### src/rtl/rop3_feeder.sv
// Operand serialiser / result collector for one rop3 core.
// Runs the core's 3-cycle slot continuously and returns results in order.
module rop3_feeder #(
   parameter int N          = 1,
   parameter int OBUF_DEPTH = 2,
   parameter int TAGQ_DEPTH = 4
) (
   input  logic         clk,
   input  logic         srst_n,
   input  logic         in_valid,
   output logic         in_ready,
   input  logic [7:0]   in_mode,
   input  logic [N-1:0] in_p,
   input  logic [N-1:0] in_s,
   input  logic [N-1:0] in_d,
   output logic [N-1:0] core_bitmap,
   output logic [7:0]   core_mode,
   input  logic [N-1:0] core_result,
   input  logic         core_valid,
   output logic         out_valid,
   input  logic         out_ready,
   output logic [N-1:0] out_result,
   output logic         err
);

   localparam int OAW = (OBUF_DEPTH > 1) ? $clog2(OBUF_DEPTH) : 1;
   localparam int OCW = $clog2(OBUF_DEPTH + 1);
   localparam int QAW = (TAGQ_DEPTH > 1) ? $clog2(TAGQ_DEPTH) : 1;
   localparam int QCW = $clog2(TAGQ_DEPTH + 1);
   localparam int LW  = $clog2(OBUF_DEPTH + TAGQ_DEPTH + 2);

   typedef enum logic [1:0] {PH_P = 2'd0, PH_S = 2'd1, PH_D = 2'd2} ph_t;

   ph_t            ph;
   logic [7:0]     h_mode;
   logic [N-1:0]   h_p, h_s, h_d;
   logic           h_real;

   logic           tq [TAGQ_DEPTH];
   logic [QAW-1:0] tq_rd, tq_wr;
   logic [QCW-1:0] tq_cnt, tq_real;

   logic [N-1:0]   ob [OBUF_DEPTH];
   logic [OAW-1:0] ob_rd, ob_wr;
   logic [OCW-1:0] ob_cnt;

   logic [LW-1:0]  load;
   logic           credit, accept, slot_end;
   logic           tq_full, tq_pop, tq_push, tq_head;
   logic           ob_full, ob_pop, ob_wr_en;

   function automatic logic [QAW-1:0] q_next(input logic [QAW-1:0] p);
      return (p == QAW'(TAGQ_DEPTH - 1)) ? '0 : p + 1'b1;
   endfunction

   function automatic logic [OAW-1:0] o_next(input logic [OAW-1:0] p);
      return (p == OAW'(OBUF_DEPTH - 1)) ? '0 : p + 1'b1;
   endfunction

   // the slot in the holding register counts against credit before its tag is queued
   assign load     = LW'(h_real) + LW'(tq_real) + LW'(ob_cnt);
   assign credit   = load < LW'(OBUF_DEPTH);
   assign slot_end = (ph == PH_D);
   assign in_ready = slot_end & credit;
   assign accept   = in_valid & in_ready;

   assign tq_head  = tq[tq_rd];
   assign tq_full  = (tq_cnt == QCW'(TAGQ_DEPTH));
   assign tq_pop   = core_valid & (tq_cnt != '0);
   assign tq_push  = slot_end & (!tq_full | tq_pop);

   assign out_valid = (ob_cnt != '0);
   assign out_result = out_valid ? ob[ob_rd] : '0;
   assign ob_full  = (ob_cnt == OCW'(OBUF_DEPTH));
   assign ob_pop   = out_valid & out_ready;
   assign ob_wr_en = tq_pop & tq_head & (!ob_full | ob_pop);

   assign core_mode = h_mode;

   always_comb begin
      core_bitmap = '0;
      unique case (1'b1)
         (ph == PH_P): core_bitmap = h_p;
         (ph == PH_S): core_bitmap = h_s;
         (ph == PH_D): core_bitmap = h_d;
         default:      core_bitmap = '0;
      endcase
   end

   always_ff @(posedge clk or negedge srst_n) begin
      if (!srst_n) begin
         ph      <= PH_P;
         h_mode  <= '0;
         h_p     <= '0;
         h_s     <= '0;
         h_d     <= '0;
         h_real  <= 1'b0;
         tq_rd   <= '0;
         tq_wr   <= '0;
         tq_cnt  <= '0;
         tq_real <= '0;
         ob_rd   <= '0;
         ob_wr   <= '0;
         ob_cnt  <= '0;
         err     <= 1'b0;
         for (int i = 0; i < TAGQ_DEPTH; i++) tq[i] <= 1'b0;
         for (int i = 0; i < OBUF_DEPTH; i++) ob[i] <= '0;
      end else begin
         ph <= slot_end ? PH_P : ph_t'(ph + 2'd1);

         if (slot_end) begin
            h_real <= accept;
            h_mode <= accept ? in_mode : 8'h00;
            h_p    <= accept ? in_p : '0;
            h_s    <= accept ? in_s : '0;
            h_d    <= accept ? in_d : '0;
         end

         if (tq_push) begin
            tq[tq_wr] <= h_real;
            tq_wr     <= q_next(tq_wr);
         end
         if (tq_pop) tq_rd <= q_next(tq_rd);
         tq_cnt  <= tq_cnt + QCW'(tq_push) - QCW'(tq_pop);
         tq_real <= tq_real + QCW'(tq_push & h_real)
                            - QCW'(tq_pop & tq_head);

         if (ob_wr_en) begin
            ob[ob_wr] <= core_result;
            ob_wr     <= o_next(ob_wr);
         end
         if (ob_pop) ob_rd <= o_next(ob_rd);
         ob_cnt <= ob_cnt + OCW'(ob_wr_en) - OCW'(ob_pop);

         if ((core_valid & (tq_cnt == '0)) | (slot_end & tq_full & !tq_pop))
            err <= 1'b1;
      end
   end

endmodule

### config.mk
export PLATFORM = sky130hd
export DESIGN_NAME = rop3_feeder
export DESIGN_NICKNAME = d
export VERILOG_FILES = /design/src/rtl/rop3_feeder.sv
export SDC_FILE = /design/constraint.sdc
export NUM_CORES = 1
export LEC_CHECK = 0
export BUFFER_PORTS_ARGS = -buffer_cell sky130_fd_sc_hd__buf_2
export CORE_ASPECT_RATIO = 1.1
export CORE_UTILIZATION = 40
export DETAILED_ROUTE_END_ITERATION = 7
export GPL_TIMING_DRIVEN = 1
export PLACE_DENSITY = 0.65
export SYNTH_ARGS = -nofsm -noshare
export SYNTH_HDL_FRONTEND = slang
export SYNTH_SLANG_ARGS = --single-unit
### constraint.sdc
create_clock -name clk -period 2.92 [get_ports clk]
set_input_delay 0.146 -clock clk [delete_from_list [all_inputs] [get_ports clk]]
set_output_delay 0.146 -clock clk [all_outputs]
set_load 0.05 [all_outputs]
==> out/results.ini <==
[floorplanning]
initial_core_util_pct = 42.5
core_area_sq_mm = 0.00405
die_h_um = 70.9
io_pins = 30
die_area_sq_mm = 0.00458
row_count = 24
die_x_um = 64.6

[sta]
finalCritPeriodShare_pct = 82.8
hold_viol = 0
postLayoutSetupSlackWorst_ns = 0.503
clock_skew_ns = 0.00261
rsz0062_at_grt = no
drv_slew = 0
worst_slew_pin_slew_ns = 0.764
fin_hold_ws_ns = 0.0782
timing.slew.headroom_pct = 49.1
fin_crit_ns = 2.42
setup_viol_count_final = 0
setup_tns_ns = 0
fmax_mhz = 414

[yosys]
syn-instance-count = 135
synth_area_sq_mm = 0.00172
syn_nets = 167
avgSynthCellArea_sq_um = 12.8
ys_async_sr_fraction_pct = 100
yosys_warnings = 0
seq_area_frac_synth_pct = 50.8
ys_ff_latch = 35
synth_edf_count = 0
synthFlopType = dfrtp_1
synth_top_cell_area_share_pct = 50.8
yosys.area.top_type = dfrtp_1
yosys.cell_types.count = 34
synth_area_leaders = dfrtp_1, ha_1, a22o_1, fa_1, xnor2_1

[place]
io_buffer_count = 29
place_congestion = 0.749
hpwl_um = 2160
dpl_worst_slack_ns = 0.519
place_area_sq_mm = 0.00191

[critical_path]
rr_endpoint = tq_cnt[2]
reg2reg_slack_ns = 0.50
crit_cells = 9
reg2regPathDepth = 9
end_kind = flip-flop
worst-path-max-fanout = 7
crit_family = simple AND/OR/NAND/NOR gates
worstPathArrival_ns = 2.58
timing.critical_path.buf_inv = 2
cpPeakStageDelay_ns = 0.60
reg2reg_from = tq_cnt[1]
critPathRequiredTime_ns = 3.09
cp_slowest_cell = or4b_4
critPathLaunchType = flip-flop
worstSetupPathType = flip-flop to flip-flop
cp_cell_sequence = or4b_4, and2_4, inv_1, ha_1, inv_1, ha_1, fa_1, xor2_1, xnor2_1

[clocking]
numCtsBuffers = 5
cts_sinks = 35
cts_resized = 0
cts_tree = done
postCtsSetupBuffers = 0
h-tree-depth = 2
cts-root-buf = clkbuf_8
clk_pin_slew_ns = 0.07
cts_buffer_depth = 2
insertion_delay_ns = 0.28

[worst_hold_path]
hold_class = input port to flip-flop
min_from = in_mode[2]
whs_path_depth = 2
min_to = core_mode[2]

[drt]
wl_um = 2950
ant_nets = 0
drtIter0Drc = 23
viasPerCell = 4.98
dr_total_vias = 1106
drc = 0
drt_pass1_iterations = 2
wl_per_cell_um = 13.3

[power]
leakage_nw = 1.05
irDropWorstVdd_v = 0.000394
p_per_area_mw_per_mm2 = 618

[cells_and_area]
final_nets = 201
regArea_sq_um = 876
stdcell_area_sq_mm = 0.00202
antennaDiodeCount = 0
fin_util_pct = 49.9
num-fill-cells = 369
multiInputGateArea_sq_um = 769
drive_gt1_share_pct = 29.4
syn2layout_area_growth_pct = 17.3

[global_routing]
grt_pass1_wl_um = 4920
overflow = 0
grt_max_degree = 36
grt_use_total_pct = 14.7
antenna_found_initial = 0
first_global_vias = 1111

[outcome]
status = completed

[run]
drv_cap = 0

[report_power, final]
part	total, mW	switching [mW]	internal, mW
clock network	0.373	0.158	0.215
logic	0.271	0.144	0.127
registers	0.605	0.0599	0.545
[cell families (layout without fill, tap and decap cells)]
family / count (synthesis) / in the layout / synth area share (%)
DFF: 35 / 35 / 50.8
and+or+nand+nor: 29 / 29 / 11.1
AOI/OAI and AO/OA: 19 / 19 / 8.85
buffers and inverters: 17 / 52 / 4.57
adders and majority gates: 15 / 15 / 12.2
muxes: 11 / 11 / 7.91
xor gates and xnor gates: 9 / 9 / 4.57
[registers in the layout, indices dropped and copies added (netlist names), 3 cells and up]
register / flops
core_mode: 8
tq_cnt: 3
tq_real: 3
tq: 4
[worst max path at each step]
stage / from / endpoint / slack [ns]
after floorplan: tq_cnt[1] / tq_cnt[2] / 0.57
after global placement: tq_cnt[1] / tq_cnt[2] / 0.57
after detailed placement: tq_cnt[1] / tq_cnt[2] / 0.52
after CTS: tq_cnt[1] / tq_cnt[2] / 0.51
after global routing: tq_rd[0] / tq_real[2] / 0.40
final: tq_cnt[1] / tq_cnt[2] / 0.50
[routing by layer]
layer,vias up,GRT usage (%),routed length (um)
li1,529,-,-
met1,541,17.2,1320
met5,-,0,0
met4,0,5.93,33
met2,32,24.0,1440
met3,4,5.65,146
[area by class of cell]
class	instances	share of cell area, %
clock buffer	8	4.95
sequential	35	43.3
multi-input combinational	83	38.1
timing repair buffer	31	8.04
inverter	13	2.41
tap	52	3.22
[cells in the final DEF (no fill, tap or decap), types with 2 or more instances in the layout]
cell	instances
dfrtp_1	35
buf_2	29
inv_1	13
ha_1	12
a22o_1	11
clkbuf_8	7
nor2_1	6
xnor2_1	6
mux2_2	4
nand3_2	4
mux2_1	4
nand3_1	3
xor2_1	3
fa_1	3
and2_1	2
nor2b_1	2
nand2_1	2
mux2i_1	2
o21ai_0	2
nand2b_1	2
o21ai_2	2
a21o_1	2
[cells in the mapped netlist (all sizes together), types with 3 or more instances]
cell,count
and2,3
xnor2,6
dfrtp,35
fa,3
buf,3
xor2,3
inv,13
nand3,7
nor2,6
ha,12
mux2,8
a22o,11
o21ai,4
[worst register-to-register path: cells and delay by family, from the launching register on]
family                     cells  cell delay, ns
and+or+nand+nor                2            0.81
adders and majority gates      3            0.69
DFF                            1            0.43
xor gates and xnor gates       2            0.29
buffers and inverters          2            0.09
[metrics by stage]
step,cells,total power [mW]
global route,222,1.34
detailed placement,213,0.889
CTS,222,1.27
floorplan,135,0.810
global placement,213,0.863
finish,222,1.25
[timing repair]
item | 4_1_cts | 5_1_grt
hold endpoints to repair | 35 | 0
hold buffers | 1 | 0
setup endpoints to repair | 0 | 0
No activity file was read; power rests on OpenSTA's default activity.
